## src/rtl/usb_rx_pkg.sv

```systemverilog
// rtl/usb_rx_pkg.sv - shared line-state/FSM types and constants for the USB receive unstuffer
package usb_rx_pkg;

   // Encoded directly as {dp, dm}
   typedef enum logic [1:0] {
      LS_SE0 = 2'b00,
      LS_K   = 2'b01,
      LS_J   = 2'b10,
      LS_SE1 = 2'b11
   } line_state_e;

   typedef enum logic [1:0] {
      ST_IDLE,
      ST_SYNC,
      ST_DATA,
      ST_EOP
   } rx_state_e;

   localparam logic [7:0] SYNC_PATTERN    = 8'b1000_0000;
   localparam int         STUFF_LIMIT_DEF = 6;
   localparam int         MIN_SE0_DEF     = 2;

endpackage

```

## src/rtl/usb_nrzi_dec.sv

```systemverilog
// rtl/usb_nrzi_dec.sv - line-state decode and NRZI bit recovery with previous-level register
module usb_nrzi_dec
   import usb_rx_pkg::*;
(
   input  logic        clk,
   input  logic        rst,
   input  logic        dp_i,
   input  logic        dm_i,
   input  logic        force_j_i,
   output line_state_e ls_o,
   output logic        bit_o
);

   // prev level: 1 = J, 0 = K
   logic prev_q, prev_d;

   assign ls_o  = line_state_e'({dp_i, dm_i});
   assign bit_o = (dp_i == prev_q);

   always_comb begin
      prev_d = prev_q;
      if (force_j_i) begin
         prev_d = 1'b1;
      end else if (ls_o == LS_J || ls_o == LS_K) begin
         prev_d = dp_i;
      end
   end

   always_ff @(posedge clk or negedge rst) begin
      if (!rst) begin
         prev_q <= 1'b1;
      end else begin
         prev_q <= prev_d;
      end
   end

endmodule

```

## src/rtl/usb_rx_unstuff.sv

```systemverilog
// rtl/usb_rx_unstuff.sv - USB receive FSM: SYNC, bit unstuffing, EOP detection
// USB_SYNC_STRIP_EN: check and strip SYNC; otherwise SYNC bits pass through unchecked.
module usb_rx_unstuff
   import usb_rx_pkg::*;
#(
   parameter int STUFF_LIMIT = STUFF_LIMIT_DEF,
   parameter int MIN_SE0     = MIN_SE0_DEF
) (
   input  logic clk,
   input  logic rst,
   input  logic dp,
   input  logic dm,
   output logic dout,
   output logic dout_valid,
   output logic pkt_start,
   output logic pkt_end,
   output logic rx_err,
   output logic active
);

   localparam int OW = $clog2(STUFF_LIMIT + 1);
   localparam int SW = (MIN_SE0 < 2) ? 1 : $clog2(MIN_SE0 + 1);
   localparam logic [OW-1:0] ONES_MAX = OW'(STUFF_LIMIT);
   localparam logic [SW-1:0] SE0_MAX  = SW'(MIN_SE0);

   line_state_e ls;
   logic        dbit;
   logic        force_j;

   rx_state_e   state_q, state_d;
   logic [OW-1:0] ones_q, ones_d;
   logic [2:0]    sync_q, sync_d;
   logic [SW-1:0] se0_q, se0_d;
   logic dout_d, valid_d, start_d, end_d, err_d;
`ifdef USB_SYNC_STRIP_EN
   logic first_q, first_d;
`endif

   usb_nrzi_dec u_dec (
      .clk       (clk),
      .rst       (rst),
      .dp_i      (dp),
      .dm_i      (dm),
      .force_j_i (force_j),
      .ls_o      (ls),
      .bit_o     (dbit)
   );

   // Previous level is held at J whenever the FSM rests in IDLE
   assign force_j = (state_d == ST_IDLE);

   always_comb begin
      state_d = state_q;
      ones_d  = ones_q;
      sync_d  = sync_q;
      se0_d   = se0_q;
      dout_d  = 1'b0;
      valid_d = 1'b0;
      start_d = 1'b0;
      end_d   = 1'b0;
      err_d   = 1'b0;
`ifdef USB_SYNC_STRIP_EN
      first_d = first_q;
`endif
      unique case (state_q)
         ST_IDLE: begin
            if (ls == LS_K) begin
               state_d = ST_SYNC;
               sync_d  = 3'd1;
`ifndef USB_SYNC_STRIP_EN
               dout_d  = dbit;
               valid_d = 1'b1;
               start_d = 1'b1;
`endif
            end
         end
         ST_SYNC: begin
            if (ls == LS_SE1) begin
               err_d   = 1'b1;
               state_d = ST_IDLE;
            end else if (ls == LS_SE0) begin
`ifdef USB_SYNC_STRIP_EN
               err_d   = 1'b1;
               state_d = ST_IDLE;
`else
               state_d = ST_EOP;
               se0_d   = SW'(1);
`endif
            end else begin
`ifdef USB_SYNC_STRIP_EN
               if (dbit != SYNC_PATTERN[sync_q]) begin
                  err_d   = 1'b1;
                  state_d = ST_IDLE;
               end else if (sync_q == 3'd7) begin
                  state_d = ST_DATA;
                  ones_d  = '0;
                  first_d = 1'b1;
               end else begin
                  sync_d = sync_q + 3'd1;
               end
`else
               dout_d  = dbit;
               valid_d = 1'b1;
               if (sync_q == 3'd7) begin
                  state_d = ST_DATA;
                  ones_d  = '0;
               end else begin
                  sync_d = sync_q + 3'd1;
               end
`endif
            end
         end
         ST_DATA: begin
            // SE0 wins over a pending stuffed bit
            if (ls == LS_SE1) begin
               err_d   = 1'b1;
               state_d = ST_IDLE;
            end else if (ls == LS_SE0) begin
               state_d = ST_EOP;
               se0_d   = SW'(1);
            end else if (ones_q == ONES_MAX) begin
               if (dbit) begin
                  err_d   = 1'b1;
                  state_d = ST_IDLE;
               end else begin
                  ones_d = '0;
               end
            end else begin
               dout_d  = dbit;
               valid_d = 1'b1;
               ones_d  = dbit ? ones_q + 1'b1 : '0;
`ifdef USB_SYNC_STRIP_EN
               start_d = first_q;
               first_d = 1'b0;
`endif
            end
         end
         ST_EOP: begin
            if (ls == LS_SE0) begin
               if (se0_q < SE0_MAX) se0_d = se0_q + 1'b1;
            end else begin
               state_d = ST_IDLE;
               if (ls == LS_J && se0_q >= SE0_MAX) end_d = 1'b1;
               else                                  err_d = 1'b1;
            end
         end
      endcase
      if (state_d == ST_IDLE) begin
         ones_d = '0;
         sync_d = '0;
         se0_d  = '0;
      end
   end

   always_ff @(posedge clk or negedge rst) begin
      if (!rst) begin
         state_q    <= ST_IDLE;
         ones_q     <= '0;
         sync_q     <= '0;
         se0_q      <= '0;
         dout       <= 1'b0;
         dout_valid <= 1'b0;
         pkt_start  <= 1'b0;
         pkt_end    <= 1'b0;
         rx_err     <= 1'b0;
         active     <= 1'b0;
`ifdef USB_SYNC_STRIP_EN
         first_q    <= 1'b0;
`endif
      end else begin
         state_q    <= state_d;
         ones_q     <= ones_d;
         sync_q     <= sync_d;
         se0_q      <= se0_d;
         dout       <= dout_d;
         dout_valid <= valid_d;
         pkt_start  <= start_d;
         pkt_end    <= end_d;
         rx_err     <= err_d;
         active     <= (state_d != ST_IDLE);
`ifdef USB_SYNC_STRIP_EN
         first_q    <= first_d;
`endif
      end
   end

endmodule

```

## config.mk

```make
export PLATFORM = sky130hd
export DESIGN_NAME = usb_rx_unstuff
export DESIGN_NICKNAME = d
export VERILOG_FILES = /design/src/rtl/usb_rx_pkg.sv /design/src/rtl/usb_nrzi_dec.sv /design/src/rtl/usb_rx_unstuff.sv
export SDC_FILE = /design/constraint.sdc
export NUM_CORES = 1
export LEC_CHECK = 0
export CAP_MARGIN = 30
export CORE_MARGIN = 2
export CORE_UTILIZATION = 25
export CTS_CLUSTER_DIAMETER = 40
export DETAILED_ROUTE_END_ITERATION = 16
export PLACE_DENSITY = 0.47
export RECOVER_POWER = 25
export SLEW_MARGIN = 5
export SYNTH_ARGS = -nofsm -noshare
export SYNTH_HDL_FRONTEND = slang
export SYNTH_SLANG_ARGS = --single-unit
export TNS_END_PERCENT = 1
```

## constraint.sdc

```tcl
create_clock -name clk -period 3.9 [get_ports clk]
set_input_delay 0.39 -clock clk [delete_from_list [all_inputs] [get_ports clk]]
set_output_delay 0.39 -clock clk [all_outputs]
set_load 0.005 [all_outputs]
```

==> flow_summary.yaml <==
status:
  status: "finished clean"
critical_path:
  start_kind: "input pin"
  crit_type: "input pin to flip-flop"
  crit_chain: "clkdlybuf4s50_1 -> inv_1 -> ha_1 -> and3b_2 -> a21oi_2 -> o41ai_4 -> a222oi_1"
  slowest_delay_ns: 0.64
  cp.arrival_ns: 2.71
  crit_family: "compound AO/OA/AOI/OAI gates"
  required_ns: 3.99
  crit_fanout: 11
  cp_slowest_cell: "o41ai_4"
  endpoint_kind: "flip-flop"
  cp_num_buf_inv: 2
  rrSetupSlack_ns: 1.73
min_path:
  hp-class: "flip-flop to flip-flop"
route:
  num_vias: 935
  wl_um: 2510
  wire_per_inst_um: 13.5
  drc_errors: 0
  viasPerCell: 5.03
  drt_iter0_markers: 31
  drtAntennaViolNets: 0
  drtPass1Iterations: 4
logic_synthesis:
  synth.top_cells.by_area: "dfrtp_1 33%, ha_1 14%, a21oi_1 4.2%, a22oi_1 3.1%, nand2b_1 3.1%"
  ys.warnings.count: 0
  async_flop_share: 1.00
  avgSynthCellArea_um2: 9.70
  ys_seq_area_frac: 0.355
  yosysTopAreaCellShare: 0.333
  synth_cell_types: 42
  synth_edf_count: 0
  syn-num-nets: 141
  synth_area_um2: 1200
  ys.flop_type: "dfrtp_1"
  syn_inst: 124
  synth-seq-cells: 17
  synth_top_area_cell: "dfrtp_1"
cts:
  cts_tree: "done"
  postCtsSetupBuffers: 0
  htree_levels: 1
  clk_pin_slew_worst_paths_ns: 0.07
  worstSkewPairLatency_ns: 0.25
  clkSinkCount: 17
  cts_buffers: 3
  holdBufCountCts: 0
  cts_resized: 0
  clk_path_buf_depth: 2
  clock-root-buffer: "clkbuf_8"
timing:
  slew_violations: 0
  rsz0062_at_grt: "false"
  fmax_mhz: 382
  max-slew-margin-rel: 0.479
  finalSetupViolations: 0
  period_minus_slack_ns: 2.62
  tightest_slew_ns: 0.778
  hold_viol: 0
  fin_skew_ns: 0.00145
  tns_ns: 0
  timing.final.crit_share: 0.672
floorplan:
  die_x_um: 73.4
  num_rows: 25
  die_h_um: 73.4
  initial_core_util: 0.256
  core_area_um2: 4690
  dieArea_um2: 5380
  ioPinCount: 10
cells_and_area:
  fin_util: 0.293
  mostFrequentLayoutCells: "16 x dfrtp_1, 13 x ha_1, 10 x a21oi_1"
  area_growth_pct: 14.3
  stdcell_area_um2: 1370
  final_common_cell: "dfrtp_1"
  layout-drive-gt1-share: 0.159
  n_antenna_cell: 0
  nets: 150
  fillers: 499
flow_run:
  drv_cap: 0
place:
  gp_congestion: 0.849
  io_buffer_count: 9
  post_dp_cell_area_um2: 1330
  place_hpwl_um: 1900
grt:
  grt_max_degree: 18
  antenna_found_initial: 0
  grt_pass1_wl_um: 4400
  grt_pass1_vias: 949
  grt.overflow.total: 0
  track_usage: 0.106
power:
  p_leak_nw: 0.604
  ir_drop_uv: 127
  power_density_nw_per_um2: 525
[path summary, 6_finish.rpt]
path | endpoint | cells past startpoint | startpoint
max | se0_q[0] | 7 | dp
min | sync_q[0] | 1 | sync_q[0]
max reg2reg | se0_q[0] | 6 | state_q[1]
min reg2reg | sync_q[0] | 1 | sync_q[0]
max in group asynchronous | sync_q[2] | 1 | rst
min in group asynchronous | pkt_end | 1 | rst
[flip-flops by register name, summed over array words and instances (netlist names)]
| signal | flops |
|---|---|
| dout_valid | 1 |
| ones_q | 3 |
| u_dec.prev_q | 1 |
| rx_err | 1 |
| se0_q | 2 |
| active | 1 |
| state_q | 2 |
| sync_q | 3 |
| pkt_end | 1 |
| pkt_start | 1 |
| dout | 1 |
[cell families (layout without fill, tap and decap cells)]
family,after synthesis,after routing,synth area share
compound gates,38,38,0.243
xor+xnor,2,2,0.0208
mux,1,1,0.00832
simple gates,38,38,0.179
flops,17,17,0.355
buf+inv,15,23,0.0583
fa+ha+maj,13,13,0.135
[cell usage after synthesis, types with 2 or more instances]
master,number
a22oi_1,5
o31ai_1,2
nor3_1,4
o211ai_1,2
nor2_1,8
dfrtp_1,16
nand3_1,5
inv_1,8
a21oi_1,10
a21bo_2,2
buf_2,2
a211oi_1,2
or2_2,2
ha_1,13
inv_2,2
o21ai_0,4
nand2b_1,6
nand2_1,4
o21bai_1,3
or3_1,2
[per-layer routing]
layer	wire length (um)	GRT usage	vias up
met4	54	0.0505	0
met5	0	0	-
met3	87	0.0165	7
met1	1240	0.145	442
met2	1130	0.165	31
li1	-	-	455
[area by class of cell]
cell class | count | area, um^2 | share of cell area
Clock buffer | 3 | 41.3 | 0.0301
Clock inverter | 1 | 5.00 | 0.00364
Inverter | 10 | 37.5 | 0.0273
Multi-Input combinational cell | 92 | 706 | 0.514
Sequential cell | 17 | 427 | 0.311
Tap cell | 54 | 67.6 | 0.0492
Timing Repair Buffer | 9 | 90.1 | 0.0656
[per-stage QoR]
stage          total power, mW  setup WS (ns)  std cells  hold slack (ns)
2_1_floorplan            0.488           2.08        124           0.0944
3_3_place_gp             0.589           1.10        182            0.487
3_5_place_dp             0.592          0.982        182            0.492
4_1_cts                  0.726           1.29        186            0.506
5_1_grt                  0.781           1.11        186            0.537
6_report                 0.721           1.28        186            0.508
[power breakdown]
| group | switching, mW | leakage [nW] | total [mW] | internal [mW] |
|---|---|---|---|---|
| clock network | 0.0627 | 0.0255 | 0.134 | 0.0709 |
| registers | 0.0256 | 0.227 | 0.242 | 0.217 |
| logic | 0.203 | 0.352 | 0.345 | 0.142 |
| total | 0.292 | 0.604 | 0.721 | 0.430 |
(Power assumes the default switching activity.)
